**config.mk**
```make
export PLATFORM = sky130hd
export DESIGN_NAME = uart_tx_prog
export DESIGN_NICKNAME = d
export VERILOG_FILES = /design/src/rtl/uart_tx_prog_pkg.sv /design/src/rtl/uart_tx_fifo.sv /design/src/rtl/uart_tx_prog.sv
export SDC_FILE = /design/constraint.sdc
export NUM_CORES = 1
export LEC_CHECK = 0
export BUFFER_PORTS_ARGS = -buffer_cell sky130_fd_sc_hd__buf_2
export CORE_MARGIN = 1
export CORE_UTILIZATION = 29
export DETAILED_ROUTE_END_ITERATION = 10
export GPL_TIMING_DRIVEN = 1
export HOLD_SLACK_MARGIN = 0.12
export SYNTH_ARGS = -nofsm -noshare
export SYNTH_HDL_FRONTEND = slang
export SYNTH_SLANG_ARGS = --single-unit
```
**constraint.sdc**
```tcl
create_clock -name clock -period 4.3 [get_ports clock]
set_input_delay 0 -clock clock [delete_from_list [all_inputs] [get_ports clock]]
set_output_delay 0 -clock clock [all_outputs]
set_load 0.005 [all_outputs]
```
**src/rtl/uart_tx_prog_pkg.sv**
```systemverilog
// Shared types and constants for the programmable UART transmitter.
package uart_tx_prog_pkg;

  typedef enum logic [2:0] {
    StIdle,
    StStart,
    StData,
    StParity,
    StStop
  } uart_tx_state_t;

  localparam int unsigned DefClkFreq  = 20000000;
  localparam int unsigned DefBaud     = 115200;
  localparam int unsigned DefDivWidth = 16;
  localparam int unsigned DefDivisor  = DefClkFreq / DefBaud - 1;

  localparam logic [31:0] UartBaseAddr = 32'h4000_0000;
  localparam logic [31:0] UartTopAddr  = 32'h4000_00ff;

  // Divisor register value: clocks per bit minus one.
  function automatic int unsigned calc_div(input int unsigned clk_freq, input int unsigned baud);
    return clk_freq / baud - 1;
  endfunction

endpackage

```
**src/rtl/uart_tx_fifo.sv**
```systemverilog
// DEPTH x 8 circular TX FIFO; count register carries one extra bit so full and empty differ.
module uart_tx_fifo
  import uart_tx_prog_pkg::*;
#(
  parameter int unsigned DEPTH = 4
) (
  input  logic                     clock,
  input  logic                     reset,
  input  logic                     push,
  input  logic [7:0]               push_data,
  input  logic                     pop,
  output logic [7:0]               pop_data,
  output logic [$clog2(DEPTH):0]   level,
  output logic                     full,
  output logic                     empty
);

  localparam int unsigned AW = $clog2(DEPTH);
  localparam int unsigned LW = AW + 1;

  logic [7:0]    mem_q [DEPTH];
  logic [AW-1:0] wptr_q, rptr_q;
  logic [LW-1:0] count_q;
  logic          do_push, do_pop;

  assign full     = (count_q == LW'(DEPTH));
  assign empty    = (count_q == '0);
  assign do_push  = push & ~full;
  assign do_pop   = pop & ~empty;
  assign pop_data = mem_q[rptr_q];
  assign level    = count_q;

  always_ff @(posedge clock) begin
    if (do_push) mem_q[wptr_q] <= push_data;
  end

  always_ff @(posedge clock or negedge reset) begin
    if (!reset) begin
      wptr_q  <= '0;
      rptr_q  <= '0;
      count_q <= '0;
    end else begin
      if (do_push) wptr_q <= wptr_q + AW'(1);
      if (do_pop)  rptr_q <= rptr_q + AW'(1);
      count_q <= count_q + LW'(do_push) - LW'(do_pop);
    end
  end

endmodule

```
**src/rtl/uart_tx_prog.sv**
```systemverilog
// UART transmitter with runtime divisor, TX FIFO and 1/2 stop bits.
// Define UART_TX_PARITY_EN to add a parity bit (parity_odd input, PARITY state).
module uart_tx_prog
  import uart_tx_prog_pkg::*;
#(
  parameter int unsigned CLK_FREQ  = DefClkFreq,
  parameter int unsigned BAUD      = DefBaud,
  parameter int unsigned DEPTH     = 4,
  parameter int unsigned DIV_WIDTH = DefDivWidth
) (
  input  logic                   reset,
  input  logic                   clock,
  input  logic                   in_valid,
  input  logic [7:0]             in_data,
  output logic                   in_ready,
  input  logic                   div_wen,
  input  logic [DIV_WIDTH-1:0]   div_wdata,
  input  logic                   stop2,
`ifdef UART_TX_PARITY_EN
  input  logic                   parity_odd,
`endif
  output logic                   tx,
  output logic                   busy,
  output logic [$clog2(DEPTH):0] level
);

  localparam logic [DIV_WIDTH-1:0] DivReset = DIV_WIDTH'(calc_div(CLK_FREQ, BAUD));

`ifdef UART_TX_PARITY_EN
  localparam uart_tx_state_t AfterData = StParity;
`else
  localparam uart_tx_state_t AfterData = StStop;
`endif

  uart_tx_state_t       state_q, state_d;
  logic [DIV_WIDTH-1:0] div_q, div_lat_q, timer_q;
  logic [2:0]           bit_cnt_q;
  logic [7:0]           shift_q;
  logic                 stop2_q;
  logic                 tx_q, tx_d;
  logic                 frame_start, bit_done;
  logic [7:0]           fifo_data;
  logic                 fifo_full, fifo_empty;
`ifdef UART_TX_PARITY_EN
  logic                 par_q;
`endif

  uart_tx_fifo #(
    .DEPTH(DEPTH)
  ) u_fifo (
    .clock    (clock),
    .reset    (reset),
    .push     (in_valid),
    .push_data(in_data),
    .pop      (frame_start),
    .pop_data (fifo_data),
    .level    (level),
    .full     (fifo_full),
    .empty    (fifo_empty)
  );

  assign in_ready = ~fifo_full;
  assign bit_done = (timer_q == '0);
  assign busy     = (state_q != StIdle) | (level != '0);
  assign tx       = tx_q;

  always_comb begin
    state_d     = state_q;
    frame_start = 1'b0;
    tx_d        = 1'b1;
    case (state_q)
      StIdle: begin
        if (!fifo_empty) begin
          frame_start = 1'b1;
          state_d     = StStart;
        end
      end
      StStart: begin
        tx_d = 1'b0;
        if (bit_done) state_d = StData;
      end
      StData: begin
        tx_d = shift_q[0];
        if (bit_done && bit_cnt_q == 3'd7) state_d = AfterData;
      end
`ifdef UART_TX_PARITY_EN
      StParity: begin
        tx_d = par_q;
        if (bit_done) state_d = StStop;
      end
`endif
      StStop: begin
        // bit_cnt_q counts stop-bit periods; chain straight into the next frame if data waits.
        if (bit_done && bit_cnt_q == {2'b00, stop2_q}) begin
          if (!fifo_empty) begin
            frame_start = 1'b1;
            state_d     = StStart;
          end else begin
            state_d = StIdle;
          end
        end
      end
      default: state_d = StIdle;
    endcase
  end

  always_ff @(posedge clock or negedge reset) begin
    if (!reset) begin
      state_q <= StIdle;
      tx_q    <= 1'b1;
      div_q   <= DivReset;
    end else begin
      state_q <= state_d;
      tx_q    <= tx_d;
      if (div_wen) div_q <= div_wdata;
    end
  end

  always_ff @(posedge clock or negedge reset) begin
    if (!reset) begin
      shift_q   <= '0;
      div_lat_q <= '0;
      timer_q   <= '0;
      bit_cnt_q <= '0;
      stop2_q   <= 1'b0;
`ifdef UART_TX_PARITY_EN
      par_q     <= 1'b0;
`endif
    end else if (frame_start) begin
      shift_q   <= fifo_data;
      div_lat_q <= div_q;
      timer_q   <= div_q;
      bit_cnt_q <= '0;
      stop2_q   <= stop2;
`ifdef UART_TX_PARITY_EN
      par_q     <= (^fifo_data) ^ parity_odd;
`endif
    end else if (state_q != StIdle) begin
      if (bit_done) begin
        timer_q <= div_lat_q;
        // Data count wraps 7 -> 0, so the stop phase starts counting from zero.
        if (state_q == StData) begin
          shift_q   <= shift_q >> 1;
          bit_cnt_q <= bit_cnt_q + 3'd1;
        end else if (state_q == StStop) begin
          bit_cnt_q <= bit_cnt_q + 3'd1;
        end
      end else begin
        timer_q <= timer_q - DIV_WIDTH'(1);
      end
    end
  end

endmodule

```
* After elaboration in Yosys (flattened, before gate mapping)
Memories as Yosys holds them, arrays and structs flattened.
Index checks and enable logic that the tools add are counted.
** Cells by class
- Add/sub/neg operators :: 6
- Eq/ne operators :: 10
- Mux-type cells :: 24
- Bitwise operators :: 5
- Reductions and logical operators :: 14
** Operators with widths (count)
- 16-bit two-way mux :: 3
- 8-bit two-way mux :: 4
- 3-bit two-way mux :: 9
- 16-bit zero test :: 1
- 16-bit by 1-bit subtractor with 16-bit output, second input constant :: 1
- 3-bit one-hot mux with 4 select lines :: 1
- 3-bit == test, second input constant :: 3
- 3-bit nonzero test :: 3
- 2-bit inequality test, second input constant :: 4
- 3-bit zero test :: 2
- 3-bit AND reduction :: 2
- 2-bit nonzero test :: 3
- 1-bit two-way mux :: 5
- 2-bit by 1-bit adder with 2-bit output, second input constant :: 2
- 1-bit one-hot mux with 2 select lines :: 2
- 4-bit AND reduction :: 1
- 3-bit by 1-bit adder with 3-bit output :: 1
- 3-bit by 1-bit adder with 3-bit output, second input constant :: 1
- 3-bit by 1-bit == test with 1-bit output :: 1
- 3-bit by 1-bit == test with 1-bit output, second input constant :: 1
- 3-bit by 2-bit == test with 1-bit output, second input constant :: 1
- 3-bit by 1-bit subtractor with 3-bit output :: 1
- 1-bit AND :: 2
- 1-bit logical AND :: 2
- other kinds (2) :: 3
** Storage, ports and cells
- Register bits after elaboration :: 71
- RAM bits :: 32
- Input port bits :: 29
- Output and inout bits :: 6
- Memories kept :: 1
** Memory list
- u_fifo.mem_q :: words 4, bits a word 8, read ports 1, clocked after memory_dff 0, wr ports 1, line uart_tx_fifo.sv:21 : logic [7:0] mem_q [DEPTH];

* Longest topological paths before layout
- Depth in word-level cells :: 6
- Gate-level depth with buffers :: 16

* Hierarchy
Synthesis repeated with hierarchy kept, for this count alone.
** Second synthesis, totals
- Cell total of the unflattened synthesis :: 402
- Area total of the unflattened synthesis :: 4850.9 µm²
** By module, submodules not included
- uart_tx_prog :: instances 1, cells each 319, area each 3228.1 µm², seq. area each 1607.8 µm²
- uart_tx_fifo :: instances 1, cells each 83, area each 1622.8 µm², seq. area each 1136.1 µm²

* Worst setup path after synthesis
Ideal clock, no wire load.
- Kind :: register to register
- Start point :: register timer_q[0]
- End point :: register u_fifo.count_q[2], in the netlist u_fifo.level[2]
- Arrival time :: 2981 ps
- Path slack :: 1196 ps
- Stages on the path, launching flop included :: 17
- Path buffers :: 4
- Period minus slack after synthesis :: 3104 ps
- Path through :: dfrtp_1 > clkbuf_1 > inv_1 > ha_1 > nor4b_1 > nand4_1 > o21a_1 > buf_2 > clkinv_2 > buf_4 > buf_2 > ha_1 > inv_1 > ha_1 > fa_1 > xnor2_1 > xnor2_1
** On the way
- Word-level cells in the longest chain between the ends :: 6
** RTL lines
- start, declared :: line uart_tx_prog.sv:36 : logic [DIV_WIDTH-1:0] div_q, div_lat_q, timer_q;
- start signal, assigned :: line uart_tx_prog.sv:132 : timer_q <= div_q;
- start signal, assigned :: line uart_tx_prog.sv:140 : timer_q <= div_lat_q;
- start signal, assigned :: line uart_tx_prog.sv:149 : timer_q <= timer_q - DIV_WIDTH'(1);
- 16-bit zero test :: line uart_tx_prog.sv:63 : assign bit_done = (timer_q == '0);
- 1-bit logical AND :: line uart_tx_prog.sv:94 : if (bit_done && bit_cnt_q == {2'b00, stop2_q}) begin
- 1-bit two-way mux :: line uart_tx_prog.sv:94
- 1-bit one-hot mux with 2 select lines :: line uart_tx_prog.sv:71 : case (state_q)
- 1-bit AND :: line uart_tx_fifo.sv:29 : assign do_pop = pop & ~empty;
- via u_fifo.do_pop :: line uart_tx_fifo.sv:24 : logic do_push, do_pop;
- 3-bit by 1-bit subtractor with 3-bit output :: line uart_tx_fifo.sv:45 : count_q <= count_q + LW'(do_push) - LW'(do_pop);
- end signal, assigned :: line uart_tx_fifo.sv:45
- end, declared :: line uart_tx_fifo.sv:23 : logic [LW-1:0] count_q;
The timed path passes the listed nets, and every way through them passes these cells.
A chain may end at the register's enable or synchronous reset.

* Final worst setup path
- Start point :: register u_fifo.count_q[2], in the netlist u_fifo.level[2]
- End point :: register u_fifo.count_q[2], in the netlist u_fifo.level[2]
** On the way
- Word-level cells in the longest chain between the ends :: 6
- Elaborated cells on any way between the ends :: 11
** RTL lines (line)
- branches (longest 5 deep; another with 3-bit by 1-bit adder with 3-bit output)
- 3-bit by 1-bit subtractor with 3-bit output * :: uart_tx_fifo.sv:45
Mark *: on every way between the ends.

==> out/results.tsv <==
stage	metric	value	unit
layout	fraction of the core area covered by cells at the end of the flow	35.83	%
floorplanning	standard-cell row count	46	
setup_path	class of the most critical setup path	reg2reg	
cts	clock net sink count	103	
job	max_cap viols	0	
timing	Hold Violations, Final	0	
layout	Layout Nets	499	
floorplanning	io pins	35	
floorplanning	area of the core	16000	um^2
timing	f_max	0.2887	GHz
floorplanning	Die Footprint	17060	um^2
route	Detail Route met2 WL	4680	um
cts	PostCTS Resize Cnt	0	
timing	worst clock skew	0.009059	ns
power	internal power	0.002277	W
floorplanning	overall die width	130.6	um
cts	number of CTS-inserted buffers	9	
setup_path	nature of the critical path endpoint	flip-flop	
cts	clock insertion delay at the later pin of the skew report	0.35	ns
power	maximum resistive drop on vdd	0.2879	mV
route	top layer reached by signal wires	met4	
power	proportion of total power due to net switching	33.29	%
cts	buffer count from post-CTS setup fixing	0	
outcome	outcome	completed	
synth	number of different library cells in the post-synthesis netlist	57	
setup_path	largest stage delay on the critical path	0.50	ns
floorplanning	Initial Util	29.97	%
timing	final setup vio count	0	
power	relative contribution of sequential cells to total power	47.5	%
route	drt pass-1 iters	4	
synth	Post-synth EDFFs	32	
route	Iteration-0 DRC Markers	148	
power	portion of total power attributed to combinational logic	27.7	%
floorplanning	height of the die	130.6	um
global_route	wire length of the first global-routing pass	16330	um
placed_design	Post-DP HPWL	6655	um
route	met3 layer wire length in the routed design	418	um
power	leakage component of the power	2.370	nW
global_route	pin count of the biggest net entering global routing	39	
power	Cell Pwr Density	595.5	nW/um^2
synth	per-instance average area after synthesis	11.75	um^2
route	per-cell via count in the routed design	4.725	
timing	ratio of final minimum period to clock period	80.55	%
global_route	all-layer global routing usage	12.70	%
synth	synthesized net count	447	
synth	count of synthesis-stage warnings from yosys	0	
cts	CTS tree	built	
timing	fin crit period	3.464	ns
synth	flip-flop cell with the highest count after synthesis	dfrtp_1	
route	DR vias	3218	
cts	root buffer cell	clkbuf_16	
setup_path	Worst Path Required	4.57	ns
layout	number of fill cells	1605	
global_route	initial antenna violation count	0	
timing	Rel. slew slack	49.13	%
setup_path	slowest stage cell on the critical path	or4bb_1	
synth	proportion of synthesized flip-flops having asynchronous set or reset	68.93	%
setup_path	family with the most delay on the worst path	adder cells	
timing	actual slew at the worst max-slew pin	0.7561	ns
setup_path	cells along the critical path	nor3_1, or4bb_1, o21a_1, clkinv_2, ha_1, inv_1, ha_1, fa_1, xnor2_1, xnor2_1	
synth	Syn Inst Count	408	
cts	CTS hold repair buffers	26	
timing	unrepaired setup endpoints after global routing	false	
synth	Synth Cell Area	4796	um^2
synth	sequential-to-total area share from yosys stat	57.21	%
global_route	vias in the first global route	3240	
cts	CTS clk-pin slew, worst paths	0.07	ns
hold_path	Hold Crit Class	in2reg	
layout	Antenna Diode Count	0	
route	post-detailed-routing wire length	9871	um
cts	buffer levels on the longest clock path	2	
setup_path	Critical Path AT	3.74	ns
setup_path	sum of buffers and inverters on the critical path	2	
layout	layout cells sized above 1	21.94	%
setup_path	Setup crit start kind	flip-flop	
route	Routed WL per cell	14.49	um
layout	area growth from synthesis to layout	19.54	%
synth	synthesized flop and latch total	103	
placed_design	Routability Congestion	0.8158	
timing	Total Neg Setup Slack	0	ns
route	wire length the detailed router placed on met1	4573	um
setup_path	worst-path maximum fanout	33	
timing	fin. max-slew vios	0	
global_route	remaining global-route overflow	0	
power	NetSw	0.001137	W
cts	H-tree levels	3	
placed_design	count of input and output buffers	34	
route	total DRC errors in the routed layout	0	
route	count of antenna-violating nets left after detailed routing	0	
power	share of total power in the clock network	24.8	%
[worst min-delay path, delay by kind of cell]
kind	cells	cell delay, ns
XOR/XNOR	1	0.09
buffers and inverters	1	0.11
AND/OR/NAND/NOR	1	0.24
[final cells by class]
class                   count  area (um^2)  share of cell area (%)
flip-flops and latches    103         2744                   47.86
multi-input cells         269         1901                   33.15
repair buffers             63        452.9                   7.900
well taps                 216        270.3                   4.714
clock buffers               9        225.2                   3.928
clock inverters             7        86.33                   1.506
inverters                  14        53.80                  0.9385
[cells in the mapped netlist (10+ instances only)]
library cell / count / area share, %
a21oi_1: 14 / 1.5
nand2_1: 66 / 5.2
clkbuf_1: 10 / 0.78
edfxtp_1: 32 / 20
nor2_1: 25 / 2.0
dfrtp_1: 66 / 34
mux2_2: 27 / 6.3
inv_1: 13 / 1.0
o21ai_0: 10 / 1.0
[path summary, 6_finish.rpt]
path,from,endpoint,slack [ns],depth (start not counted)
worst max-delay path,u_fifo.level[2],u_fifo.level[2],0.84,10
worst min-delay path,in_valid,u_fifo.wptr_q[0],0.13,3
worst max register to register,u_fifo.level[2],u_fifo.level[2],0.84,10
worst min register to register,div_lat_q[9],div_lat_q[9],0.47,2
max in group asynchronous,reset,div_q[7],3.08,3
min in group asynchronous,reset,div_q[4],0.25,2
[logic make-up after synthesis]
kind of cell / after synthesis / share of synthesized area, %
simple gates: 147 / 15.08
flops: 103 / 57.21
fa+ha+maj: 10 / 2.766
buf+inv: 36 / 3.157
compound gates: 58 / 7.984
xor+xnor: 13 / 2.374
mux: 41 / 11.43
[cells in the final DEF (no fill, tap or decap), types with 4 or more instances in the layout]
cell	n
nand2_1	66
dfrtp_1	66
buf_2	34
edfxtp_1	32
mux2_2	27
dlygate4sd3_1	26
nor2_1	25
a21oi_1	14
inv_1	13
o21ai_0	10
nor3_1	9
or3_1	9
xnor2_1	9
a31oi_1	9
ha_1	9
clkbuf_16	9
mux4_2	8
and3_1	6
nor4_1	6
dfstp_2	5
xor2_1	4
nand4_1	4
a21o_1	4
[routing by layer]
layer  vias to the layer above  track usage, %
met4                         0           6.356
li1                       1559               -
met3                        13           2.769
met5                         -               0
met1                      1584           16.40
met2                        62           20.17
[per-stage QoR]
| step | area, um^2 | power [W] | std cells | hold WS, ns | setup WS [ns] |
|---|---|---|---|---|---|
| final | 5733 | 0.003414 | 681 | 0.1269 | 0.8364 |
| after floorplan | 4796 | 0.002296 | 408 | -0.2956 | 1.196 |
| after global routing | 5733 | 0.003642 | 681 | 0.1873 | 0.5922 |
| after global placement | 5161 | 0.002531 | 639 | 0.1053 | 0.9536 |
| after CTS | 5733 | 0.003453 | 681 | 0.1301 | 0.8007 |
| after detailed placement | 5161 | 0.002578 | 639 | 0.1167 | 0.8293 |
[state kept, by name, summed over array words and instances, names as in the netlist, 3 cells and up]
| name | flops |
|---|---|
| div_lat_q | 16 |
| div_q | 16 |
| state_q | 3 |
| u_fifo.mem_q | 32 |
| timer_q | 16 |
| shift_q | 8 |
| bit_cnt_q | 3 |
| u_fifo.level | 3 |
[power by group through the flow]
stage | Combinational (W) | Sequential (W) | Clock (W)
final | 0.000945 | 0.00162 | 0.000847
after global routing | 0.00108 | 0.00167 | 0.000894
after CTS | 0.000964 | 0.00163 | 0.000864
after detailed placement | 0.000938 | 0.00164 | 0
after global placement | 0.000908 | 0.00162 | 0
after floorplan | 0.000799 | 0.00150 | 0
(Power assumes the default switching activity.)
